File: src/rtl/ingress_frame_assembler.sv
// ingress_frame_assembler
// Takes the tagged packet stream from the match cache egress port.
// Each packet is split into a payload and a 2-bit framing tag.
// Frame structure is enforced: orphan DATA/LAST beats are dropped, and a
// frame broken by an unexpected start or by overflow is closed with an
// inserted abort beat. Clean beats are forwarded through a one-entry
// registered output slot.
//
// Ports:
//   clk, rst          clock and asynchronous active-high reset
//   ingress_valid/ready/data   tagged packet input ({tag, payload})
//   egress_valid/ready/data    registered payload output
//   egress_first/last/abort    frame markers of the current output beat
//   frame_done        one-cycle pulse, frame closed by LAST/SINGLE
//   frame_error       one-cycle pulse, framing violation detected
//   frame_length      beats of the last completed or aborted frame
//   error_count       saturating framing-error count
module ingress_frame_assembler #(
    parameter  int C_PACKET_WIDTH    = 66,
    parameter  int C_MAX_FRAME_BEATS = 4096,
    localparam int C_DATA_WIDTH      = C_PACKET_WIDTH - 2,
    localparam int C_LEN_WIDTH       = $clog2(C_MAX_FRAME_BEATS + 1)
) (
    input  logic                      clk,
    input  logic                      rst,
    input  logic                      ingress_valid,
    output logic                      ingress_ready,
    input  logic [C_PACKET_WIDTH-1:0] ingress_data,
    output logic                      egress_valid,
    input  logic                      egress_ready,
    output logic [C_DATA_WIDTH-1:0]   egress_data,
    output logic                      egress_first,
    output logic                      egress_last,
    output logic                      egress_abort,
    output logic                      frame_done,
    output logic                      frame_error,
    output logic [C_LEN_WIDTH-1:0]    frame_length,
    output logic [15:0]               error_count
);

    typedef enum logic [1:0] {
        ST_IDLE  = 2'b00,
        ST_FRAME = 2'b01,
        ST_DRAIN = 2'b10
    } state_t;

    localparam logic [1:0] TAG_DATA   = 2'b00;
    localparam logic [1:0] TAG_FIRST  = 2'b01;
    localparam logic [1:0] TAG_LAST   = 2'b10;
    localparam logic [1:0] TAG_SINGLE = 2'b11;

    localparam logic [C_LEN_WIDTH-1:0] C_ONE_L      = {{(C_LEN_WIDTH-1){1'b0}}, 1'b1};
    localparam logic [C_LEN_WIDTH-1:0] C_MAX_BEATS_L = C_LEN_WIDTH'(C_MAX_FRAME_BEATS);

    state_t                   state_r;
    logic [C_LEN_WIDTH-1:0]   beat_count_r;

    logic [1:0]               tag_s;
    logic [C_DATA_WIDTH-1:0]  payload_s;
    logic                     slot_free_s;
    logic                     is_start_s;
    logic                     legal_s;
    logic                     ready_s;
    logic                     load_s;
    logic [C_DATA_WIDTH-1:0]  ld_data_s;
    logic                     ld_first_s;
    logic                     ld_last_s;
    logic                     ld_abort_s;

    // Saturating 16-bit increment for the error counter.
    function automatic logic [15:0] sat_inc16(input logic [15:0] value);
        if (value == 16'hFFFF) begin
            return value;
        end else begin
            return value + 16'd1;
        end
    endfunction

    assign tag_s         = ingress_data[C_PACKET_WIDTH-1:C_PACKET_WIDTH-2];
    assign payload_s     = ingress_data[C_DATA_WIDTH-1:0];
    assign slot_free_s   = ~egress_valid | egress_ready;
    assign is_start_s    = (tag_s == TAG_FIRST) | (tag_s == TAG_SINGLE);
    // Continuation beat that still fits in the frame.
    assign legal_s       = ((tag_s == TAG_DATA) | (tag_s == TAG_LAST)) & (beat_count_r < C_MAX_BEATS_L);
    assign ingress_ready = ready_s;

    // Decode ready and the beat to be loaded into the output slot this cycle.
    always_comb begin
        ready_s    = 1'b0;
        load_s     = 1'b0;
        ld_data_s  = payload_s;
        ld_first_s = 1'b0;
        ld_last_s  = 1'b0;
        ld_abort_s = 1'b0;
        case (state_r)
            ST_IDLE: begin
                if (is_start_s) begin
                    ready_s    = slot_free_s;
                    load_s     = ingress_valid & slot_free_s;
                    ld_first_s = 1'b1;
                    ld_last_s  = (tag_s == TAG_SINGLE);
                end else begin
                    // Orphan continuation beats are swallowed without needing the slot.
                    ready_s = 1'b1;
                end
            end
            ST_FRAME: begin
                if (legal_s) begin
                    ready_s   = slot_free_s;
                    load_s    = ingress_valid & slot_free_s;
                    ld_last_s = (tag_s == TAG_LAST);
                end else begin
                    // The offending beat stays on the input; the slot takes an abort beat instead.
                    ready_s    = 1'b0;
                    load_s     = ingress_valid & slot_free_s;
                    ld_data_s  = {C_DATA_WIDTH{1'b0}};
                    ld_last_s  = 1'b1;
                    ld_abort_s = 1'b1;
                end
            end
            ST_DRAIN: begin
                ready_s = ~is_start_s;
            end
            default: begin
                ready_s = 1'b0;
            end
        endcase
    end

    // Output slot: load a new beat, release it on handshake, otherwise hold.
    always_ff @(posedge clk or posedge rst) begin
        if (rst) begin
            egress_valid <= 1'b0;
            egress_data  <= {C_DATA_WIDTH{1'b0}};
            egress_first <= 1'b0;
            egress_last  <= 1'b0;
            egress_abort <= 1'b0;
        end else if (load_s) begin
            egress_valid <= 1'b1;
            egress_data  <= ld_data_s;
            egress_first <= ld_first_s;
            egress_last  <= ld_last_s;
            egress_abort <= ld_abort_s;
        end else if (egress_ready) begin
            egress_valid <= 1'b0;
        end
    end

    // Frame FSM with beat counting and registered status outputs.
    always_ff @(posedge clk or posedge rst) begin
        if (rst) begin
            state_r      <= ST_IDLE;
            beat_count_r <= {C_LEN_WIDTH{1'b0}};
            frame_done   <= 1'b0;
            frame_error  <= 1'b0;
            frame_length <= {C_LEN_WIDTH{1'b0}};
            error_count  <= 16'd0;
        end else begin
            frame_done  <= 1'b0;
            frame_error <= 1'b0;
            case (state_r)
                ST_IDLE: begin
                    if (ingress_valid & ready_s) begin
                        if (tag_s == TAG_FIRST) begin
                            beat_count_r <= C_ONE_L;
                            state_r      <= ST_FRAME;
                        end else if (tag_s == TAG_SINGLE) begin
                            frame_done   <= 1'b1;
                            frame_length <= C_ONE_L;
                        end else begin
                            frame_error <= 1'b1;
                            error_count <= sat_inc16(error_count);
                        end
                    end
                end
                ST_FRAME: begin
                    if (load_s) begin
                        if (legal_s) begin
                            beat_count_r <= beat_count_r + C_ONE_L;
                            if (tag_s == TAG_LAST) begin
                                frame_done   <= 1'b1;
                                frame_length <= beat_count_r + C_ONE_L;
                                state_r      <= ST_IDLE;
                            end
                        end else begin
                            frame_error  <= 1'b1;
                            frame_length <= beat_count_r;
                            error_count  <= sat_inc16(error_count);
                            // An unexpected start begins a new frame; overflow must skip the rest.
                            state_r      <= is_start_s ? ST_IDLE : ST_DRAIN;
                        end
                    end
                end
                ST_DRAIN: begin
                    if (ingress_valid & (tag_s != TAG_DATA)) begin
                        state_r <= ST_IDLE;
                    end
                end
                default: begin
                    state_r <= ST_IDLE;
                end
            endcase
        end
    end

endmodule
File: config.mk
export PLATFORM = sky130hd
export DESIGN_NAME = ingress_frame_assembler
export DESIGN_NICKNAME = d
export VERILOG_FILES = /design/src/rtl/ingress_frame_assembler.sv
export SDC_FILE = /design/constraint.sdc
export NUM_CORES = 1
export LEC_CHECK = 0
export BUFFER_PORTS_ARGS = -buffer_cell sky130_fd_sc_hd__buf_2
export CORE_MARGIN = 1
export CORE_UTILIZATION = 30
export DETAILED_ROUTE_END_ITERATION = 12
export MAX_ROUTING_LAYER = met4
export PLACE_DENSITY = 0.5
export RECOVER_POWER = 50
export SLEW_MARGIN = 20
export SYNTH_ARGS = -nofsm -noshare
export SYNTH_HDL_FRONTEND = slang
export SYNTH_SLANG_ARGS = --single-unit
export TNS_END_PERCENT = 50
File: constraint.sdc
create_clock -name clk -period 3.25 [get_ports clk]
set_input_delay 0.325 -clock clk [delete_from_list [all_inputs] [get_ports clk]]
set_output_delay 0.325 -clock clk [all_outputs]
set_load 0.01 [all_outputs]
* Word-level counts from Yosys, hierarchy flattened
Cells that the tools add are included.
Widths: inputs -> output; s select.
** Operators by class
- Add/subtract/negate cells :: 2
- $lt $le $gt $ge :: 1
- Equal/unequal tests :: 16
- Multiplexer cells :: 55
- Bitwise gates (word level) :: 9
- Reduce and logical (&&, ||, !) cells :: 9
** Operators with widths (number)
- $mux 13 :: 10
- $mux 64 :: 2
- $mux 16 :: 6
- $pmux 13 s2 :: 2
- $pmux 16 s2 :: 1
- $mux 1 :: 21
- $ne 2x2->1 const B :: 9
- $add 16x1->16 const B :: 1
- $eq 16x16->1 const B :: 1
- $mux 2 :: 7
- $add 13x1->13 const B :: 1
- $lt 13x13->1 const B :: 1
- $reduce_and 6->1 :: 2
- $reduce_and 5->1 :: 2
- $pmux 1 s2 :: 4
- $eq 2x2->1 const B :: 3
- $pmux 2 s3 :: 1
- $reduce_bool 2->1 :: 3
- $and 1x1->1 :: 4
- $eq 2x1->1 const B :: 2
- $logic_not 2->1 :: 2
- $ne 3x3->1 const B :: 1
- $or 1x1->1 :: 3
- $pmux 1 s3 :: 1
- $not 1->1 :: 2
** Storage, ports and cells
- Bits in registers :: 114
- Input bits :: 70
- Word-level logic and storage cells :: 103

* Depth between registers and ports, before layout
Gate-level depths: netlist (run 1).
- Word-level depth :: 8
- Depth in mapped cells :: 8
- Gate-level depth less buffers :: 6

* Least setup slack after synthesis (run 1)
No wires, ideal clock.
- Kind :: flip-flop to flip-flop
- Start :: register state_r[0]
- End :: register frame_length[12]
- Library setup time :: 125 ps
- Arrival :: 1552 ps
- Path slack :: 1573 ps
- Cell stages (with the launch flop) :: 6
- Buffers on the path :: 2
- Clock period less this slack :: 1677 ps
- Path through :: dfrtp_1 buf_2 a21o_1 a2111o_1 buf_6 mux2_4
** Between the ends
- Longest elaborated chain between the ends :: 5
- Elaborated cells between the ends (all ways) :: 14
- Classes of those cells :: eq/ne (7); mux (3); bitwise (1); reduce/logical (3)
** Ends and longest elaborated chain
- start, declared :: line 55 : state_t state_r;
- start signal, assigned :: line 190 : state_r <= is_start_s ? ST_IDLE : ST_DRAIN;
- $eq 2x2->1 (tied with other cells) :: line 95 : case (state_r)
- $pmux 1 s3 :: line 95
- $and 1x1->1 :: line 163 : if (ingress_valid & ready_s) begin
- $ne 2x2->1 (no line)
- $reduce_and 6->1 (no line)
- end signal, assigned :: line 156 : frame_length <= {C_LEN_WIDTH{1'b0}};
- end signal, assigned :: line 182 : frame_length <= beat_count_r + C_ONE_L;
- end signal, assigned :: line 187 : frame_length <= beat_count_r;
- end, declared :: line 37 : output logic [C_LEN_WIDTH-1:0] frame_length,
Several ways; a longest one is shown, not always the timed one.
A chain may end at the register's enable or synchronous reset.

* Final worst setup path (run 1)
- Start :: register state_r[1]
- End :: register frame_length[6]
Same word-level chain as after synthesis.

==> flow_summary.json, run 1 <==
{
  "finalCoreUtilization": 0.4002,
  "cts_made_buffers": 17,
  "drv_cap": 1,
  "top_layer": "met4",
  "dr_total_vias": 4311,
  "die_area_um2": 17370,
  "first_global_vias": 4005,
  "setup_repair_after_global_routing_missed_its_margin": "false",
  "grt_antenna_before_repair": 0,
  "cts_tree": "done",
  "diodes": 0,
  "met1Wirelength_mm": 6.287,
  "placed_area_um2": 6067,
  "static-leakage-power_nw": 3.219,
  "route.met2.wl_mm": 5.844,
  "clk_pin_slew_ps": 60,
  "initial_core_utilization": 0.3058,
  "die_width_um": 131.8,
  "synth-seq-cells": 114,
  "cells_resized_by_post_cts_repair": 0,
  "fin_worst_skew_ps": 7.312,
  "failed_checks": "capacitance limit, slew limit",
  "fmax_ghz": 0.4619,
  "post-route-period-util": 0.6661,
  "clkLatencyLatePin_ps": 410,
  "cell_depth_of_the_worst_flop_to_flop_path": 5,
  "area_growth_pct": 30.85,
  "finalWeightedCongestion": 0.8739,
  "number_of_remaining_drc_errors": 0,
  "p_comb_frac": 0.198,
  "post_drt_wl_per_cell_um": 13.89,
  "yosys.area.top_type_share": 0.5645,
  "pwr-share-clk": 0.401,
  "synthDistinctLibCells": 50,
  "design.core.area_um2": 16520,
  "power_density_nw_per_um2": 710.3,
  "cts_hold_buffers": 0,
  "finalHoldViolations": 0,
  "final_layout_size_suffix_gt1_frac": 0.2406,
  "syn_avg_cell_area_um2": 9.376,
  "timing.final.crit_period_ps": 2165,
  "timing.setup.critical_path_class": "flip-flop to flip-flop",
  "report.final.slew_viol_count": 37,
  "global_route.usage.total": 0.1591,
  "chipHeight_um": 131.8,
  "endpoint_kind": "flip-flop",
  "worst_pin_slew_ps": 1740,
  "antenna_left": 0,
  "cts.root.buffer_cell": "sky130_fd_sc_hd__clkbuf_16",
  "worst-endpoint-required_ps": 3570,
  "worstSetupStartpoint": "state_r[1]$_DFFE_PP0P_",
  "firstDrtPassIters": 5,
  "startpoint_type": "flip-flop",
  "cts_max_path_buffers": 2,
  "wire_length_of_the_first_global_routing_pass_mm": 21.06,
  "crit_path_max_fanout": 20,
  "met3WireLength_um": 727,
  "synthesis.nets": 611,
  "synth-main-ff-cell": "sky130_fd_sc_hd__dfrtp_1",
  "worstHoldPathType": "input port to flip-flop",
  "largest_cells_by_area_after_synthesis": "sky130_fd_sc_hd__dfrtp_1, sky130_fd_sc_hd__nand2_1, sky130_fd_sc_hd__o21ai_0, sky130_fd_sc_hd__xnor2_1, sky130_fd_sc_hd__nand4_1",
  "synthCells": 539,
  "overflow": 0,
  "synthesis.yosys.warnings": 0,
  "internal_power_mw": 3.278,
  "total_switching_power_mw": 1.419,
  "clock_sink_count": 114,
  "setup_viol": 0,
  "via_per_inst": 4.611,
  "largest_net_degree_at_the_start_of_global_routing": 83,
  "vdd.ir_drop.worst_uv": 342.1,
  "cts-htree-levels": 4,
  "worst_r2r_endpoint": "frame_length[6]$_DFFE_PP0P_",
  "maxSlewHeadroom": -0.1662,
  "setup_ws_final_ps": 1085,
  "drt-total-wl_mm": 12.99,
  "synth.cell_area_um2": 5054,
  "port_buffers": 169,
  "rows": 47,
  "yosysTopAreaCell": "sky130_fd_sc_hd__dfrtp_1",
  "post-cts-setup-buffers": 0,
  "r2r_slack_ps": 1090,
  "p_sw_frac": 0.3020,
  "drt_iter0_drc": 255,
  "seq_area_frac_synth": 0.5645,
  "hpwl_mm": 9.287,
  "dpl_ws_ps": 1042,
  "seqPwrFrac": 0.401,
  "synthArstFlopShare": 1.000,
  "setup.worst_path.end": "frame_length[6]$_DFFE_PP0P_",
  "io-pin-count": 170,
  "cp_data_arrival_time_ps": 2490,
  "final_nets": 774,
  "synth_enable_flop_cells": 0,
  "setup_total_negative_slack_ps": 0,
  "layout.cell_area.non_filler_um2": 6613,
  "reg2reg_from": "state_r[1]$_DFFE_PP0P_",
  "run_status": "complete, but fails checks"
}
layout by cell type, fill, tap and decap left out, types with 3 or more instances in the layout:
cell type and instances:
sky130_fd_sc_hd__nand2_1 170, sky130_fd_sc_hd__buf_2 120, sky130_fd_sc_hd__dfrtp_1 114, sky130_fd_sc_hd__o21ai_0 81, sky130_fd_sc_hd__clkbuf_1 50, sky130_fd_sc_hd__xnor2_1 19
sky130_fd_sc_hd__nor2_1 18, sky130_fd_sc_hd__clkbuf_16 17, sky130_fd_sc_hd__nand4_1 13, sky130_fd_sc_hd__o21ai_1 12, sky130_fd_sc_hd__nand3_1 10, sky130_fd_sc_hd__o31ai_1 8
sky130_fd_sc_hd__inv_1 6, sky130_fd_sc_hd__xor2_1 6, sky130_fd_sc_hd__a21oi_1 5, sky130_fd_sc_hd__nor3_1 4, sky130_fd_sc_hd__clkinv_2 4, sky130_fd_sc_hd__nand2b_1 3
sky130_fd_sc_hd__o41ai_1 3, sky130_fd_sc_hd__clkinvlp_4 3, sky130_fd_sc_hd__bufinv_16 3, sky130_fd_sc_hd__buf_4 3
cell usage after synthesis (all sizes together) (2+ instances only):
cell,count
nand2b,4
a21oi,5
and2b,3
ha,2
nand4,13
xor2,6
dfrtp,114
nor3,5
nand3,10
o21ai,94
inv,7
and2,3
mux2i,2
nor2,19
mux2,3
a31oi,3
or2,2
o41ai,3
xnor2,19
clkbuf,8
o31ai,8
buf,23
nand2,171
registers in the layout, summed over array words and instances, names as in the netlist:
register	flops
egress_last	1
beat_count_r	13
state_r	2
frame_done	1
egress_valid	1
egress_abort	1
egress_data	64
egress_first	1
frame_length	13
frame_error	1
error_count	16
how the worst min path moves through the flow:
stage                                  endpoint  slack [ps]  depth (start not counted)                         from
global route         egress_data[4]$_DFFE_PP0P_         140                          3              ingress_data[4]
CTS                 egress_data[29]$_DFFE_PP0P_          90                          2                          rst
finish               egress_data[5]$_DFFE_PP0P_         140                          3              ingress_data[5]
detailed placement  egress_data[56]$_DFFE_PP0P_         460                          2  egress_data[56]$_DFFE_PP0P_
global placement    egress_data[62]$_DFFE_PP0P_         460                          2  egress_data[62]$_DFFE_PP0P_
floorplan                state_r[0]$_DFFE_PP0P_         420                          1             ingress_data[65]
per-stage QoR:
step / total power [mW] / cells / hold WS (ps)
floorplan: 2.439 / 539 / 420.7
global placement: 2.863 / 902 / 457.1
detailed placement: 2.882 / 902 / 464.7
CTS: 4.798 / 934 / 88.21
global route: 4.976 / 935 / 135.1
finish: 4.697 / 935 / 137.6
layout make-up:
| type | instances | area, um^2 |
|---|---|---|
| clock buffer | 19 | 442.9 |
| clock inverter | 13 | 158.9 |
| fill | 1720 | 9912 |
| inverter | 7 | 27.53 |
| multi-input combinational | 387 | 1993 |
| sequential | 114 | 2853 |
| tap | 220 | 275.3 |
| timing repair buffer | 175 | 862.1 |
power groups by stage:
stage	logic, mW	registers [mW]	clock network (mW)
finish	0.932	1.88	1.88
global route	1.05	1.93	2.00
CTS	0.980	1.88	1.94
detailed placement	0.979	1.90	0
global placement	0.969	1.89	0
floorplan	0.430	2.01	0
cell families (layout without fill, tap and decap cells):
family	count (synthesis)	count (layout)	share of synthesized area
and+or+nand+nor	236	236	0.2025
DFF	114	114	0.5645
adders and majority gates	2	2	0.004951
AOI/OAI and AO/OA	119	119	0.1315
muxes	5	5	0.01139
xor gates and xnor gates	25	25	0.04333
buffers and inverters	38	214	0.04184
metal layers:
metal | global-route usage | vias up
li1 | - | 2130
met1 | 0.2057 | 2014
met2 | 0.2354 | 158
met3 | 0.04691 | 9
met4 | 0.05814 | 0
met5 | - | -
critical path: stages (launching register included):
cell                       delay [ps]
sky130_fd_sc_hd__dfrtp_1          450
sky130_fd_sc_hd__nor2b_1          260
sky130_fd_sc_hd__nand2_1          210
sky130_fd_sc_hd__a2111o_1         710
sky130_fd_sc_hd__nand2b_4         280
sky130_fd_sc_hd__o21ai_0          160
Power figures use the tool's default switching activity.
==> inputs of run 2 (changes only) <==
Settings changed: PLACE_DENSITY 0.5 to 0.48.
Clock period 3.25 ns to 2.1 ns, I/O delays scaled along.
==> run 2 against run 1 <==
The flow now finishes without violations. Clock power rose by 38%. Cell area about the same. Sequential power up 54%. Fmax rose by 17%. Die area unchanged. Non-clock buffer count is 9 higher. Clock skew down 1.9 ps. Critical endpoint is now error_count[1]$_DFFE_PP0P_.
==> flow_summary.json, run 2 (same netlist as run 1, synthesis figures left out) <==
{
  "hpwl_mm": 9.284,
  "hold_ws_ps": 35.05,
  "cts_max_path_buffers": 2,
  "port_buffers": 169,
  "post_drt_wl_per_cell_um": 13.90,
  "finalNonFillerCells": 941,
  "setup_repair_after_global_routing_missed_its_margin": "false",
  "top_layer": "met4",
  "cts_made_buffers": 17,
  "power_density_nw_per_um2": 1057,
  "worst_r2r_endpoint": "error_count[1]$_DFFE_PP0P_",
  "worstHoldPathCells": 3,
  "crit_path_max_fanout": 15,
  "fmax_ghz": 0.5392,
  "final_nets": 783,
  "layout.cell_area.non_filler_um2": 6608,
  "cp_data_arrival_time_ps": 2140,
  "setup_viol": 0,
  "report.final.slew_viol_count": 0,
  "max_flop_register": "egress_data",
  "met3WireLength_um": 697,
  "first_global_vias": 4325,
  "chipHeight_um": 131.8,
  "number_of_remaining_drc_errors": 0,
  "post-place-cells": 911,
  "cells_resized_by_post_cts_repair": 0,
  "layout.cells.most_common_list": "sky130_fd_sc_hd__nand2_1, sky130_fd_sc_hd__buf_2, sky130_fd_sc_hd__dfrtp_1",
  "global_route.usage.total": 0.1660,
  "vdd.ir_drop.worst_uv": 578.1,
  "static-leakage-power_nw": 3.240,
  "cp_top_family": "compound AO/OA/AOI/OAI gates",
  "cts-htree-levels": 4,
  "dr_total_vias": 4335,
  "io-pin-count": 170,
  "setup_total_negative_slack_ps": 0,
  "timing.final.crit_period_ps": 1855,
  "route.met2.wl_mm": 6.032,
  "final_layout_size_suffix_gt1_frac": 0.2427,
  "clock_sink_count": 114,
  "maxSlewHeadroom": 0.2222,
  "min_delay_worst_endpoint": "egress_data[4]$_DFFE_PP0P_",
  "cts.root.buffer_cell": "sky130_fd_sc_hd__clkbuf_16",
  "drt_iter0_drc": 195,
  "via_per_inst": 4.607,
  "drv_cap": 0,
  "finalWeightedCongestion": 0.8199,
  "ordered_cell_list_for_the_critical_path": "nor4b_1, a31oi_1, a31oi_4, mux2_2",
  "cpMaxStageDelayCell": "sky130_fd_sc_hd__dfrtp_1",
  "antenna_left": 0,
  "initial_core_utilization": 0.3058,
  "area_growth_pct": 30.75,
  "wire_length_of_the_first_global_routing_pass_mm": 21.94,
  "report.power.total_mw": 6.984,
  "die_width_um": 131.8,
  "clk_pin_slew_ps": 50,
  "drt-total-wl_mm": 13.08,
  "placed_area_um2": 6135,
  "fin_worst_skew_ps": 5.411,
  "reg2reg_from": "state_r[1]$_DFFE_PP0P_",
  "cts_hold_buffers": 1,
  "hold_sp": "ingress_data[4]",
  "endpoint_kind": "flip-flop",
  "fill_cells": 1750,
  "worstHoldPathType": "input port to flip-flop",
  "diodes": 0,
  "design.core.area_um2": 16520,
  "r2r_slack_ps": 250,
  "rows": 47,
  "run_status": "complete, no violations",
  "most_common_cell_after_layout_fill_and_taps_aside": "sky130_fd_sc_hd__nand2_1",
  "largest_register_ffs": 64,
  "timing.setup.critical_path_class": "flip-flop to flip-flop",
  "worst_pin_slew_ps": 1167,
  "clkLatencyLatePin_ps": 400,
  "startpoint_type": "flip-flop",
  "firstDrtPassIters": 6,
  "overflow": 0,
  "cts_tree": "done",
  "grt_antenna_before_repair": 0,
  "post-cts-setup-buffers": 0,
  "reg_top3": "egress_data (64), error_count (16)",
  "worst-endpoint-required_ps": 2390,
  "met1Wirelength_mm": 6.168,
  "finalHoldViolations": 0,
  "critical_path.max_stage_delay_ps": 470,
  "worst-path-buf-inv": 0,
  "cell_depth_of_the_worst_flop_to_flop_path": 4,
  "post-route-period-util": 0.8832,
  "largest_net_degree_at_the_start_of_global_routing": 131,
  "die_area_um2": 17370
}
[run 2: cell count changes in the layout (fill, tap and decap cells not counted), moves of 2 or more]
cell,delta
sky130_fd_sc_hd__buf_2,-2
sky130_fd_sc_hd__clkinvlp_4,-2
sky130_fd_sc_hd__clkbuf_1,+3
sky130_fd_sc_hd__bufinv_16,-2
sky130_fd_sc_hd__clkbuf_2,+3
sky130_fd_sc_hd__clkinv_2,+2
sky130_fd_sc_hd__clkbuf_8,+2
sky130_fd_sc_hd__buf_4,+6
sky130_fd_sc_hd__inv_6,-2
[run 2: worst max-delay path by stage]
stage                             startpoint                            to  cells after the start
floorplan             state_r[0]$_DFFE_PP0P_  frame_length[12]$_DFFE_PP0P_                      5
global placement      state_r[1]$_DFFE_PP0P_    error_count[1]$_DFFE_PP0P_                      4
detailed placement    state_r[1]$_DFFE_PP0P_    error_count[1]$_DFFE_PP0P_                      4
CTS                   state_r[1]$_DFFE_PP0P_    error_count[1]$_DFFE_PP0P_                      4
global route        egress_valid$_DFFE_PP0P_   beat_count_r[2]$_DFFE_PP0P_                      6
finish                state_r[1]$_DFFE_PP0P_    error_count[1]$_DFFE_PP0P_                      4
[run 2: power breakdown]
group	switching (mW)	internal (mW)	total, mW
logic	0.910	0.568	1.48
clock network	0.920	1.68	2.60
registers	0.277	2.63	2.90
[run 2: final cells by class]
| type | instances | area, um^2 | area share |
|---|---|---|---|
| inverter | 7 | 30.03 | 0.004545 |
| clock buffer | 22 | 474.2 | 0.07177 |
| tap | 220 | 275.3 | 0.04166 |
| multi-input combinational | 387 | 2001 | 0.3028 |
| clock inverter | 7 | 60.06 | 0.009089 |
| sequential | 114 | 2853 | 0.4317 |
| timing repair buffer | 184 | 914.6 | 0.1384 |
[run 2: worst min-delay path, cell delays in order]
cell and delay (ps):
sky130_fd_sc_hd__buf_2 100, sky130_fd_sc_hd__nand2_1 50, sky130_fd_sc_hd__o21ai_1 50
[run 2: layer usage]
layer	global-route usage	vias up
met1	0.2049	2040
met5	-	-
met3	0.04921	14
li1	-	2144
met4	0.06395	0
met2	0.2557	137
[run 2: per-stage QoR]
step	worst slack (ps)	util
2_1_floorplan	423.4	-
3_3_place_gp	271.9	0.3712
3_5_place_dp	245.5	0.3712
4_1_cts	235.6	0.4042
5_1_grt	102.3	0.3999
6_report	245.3	0.3999
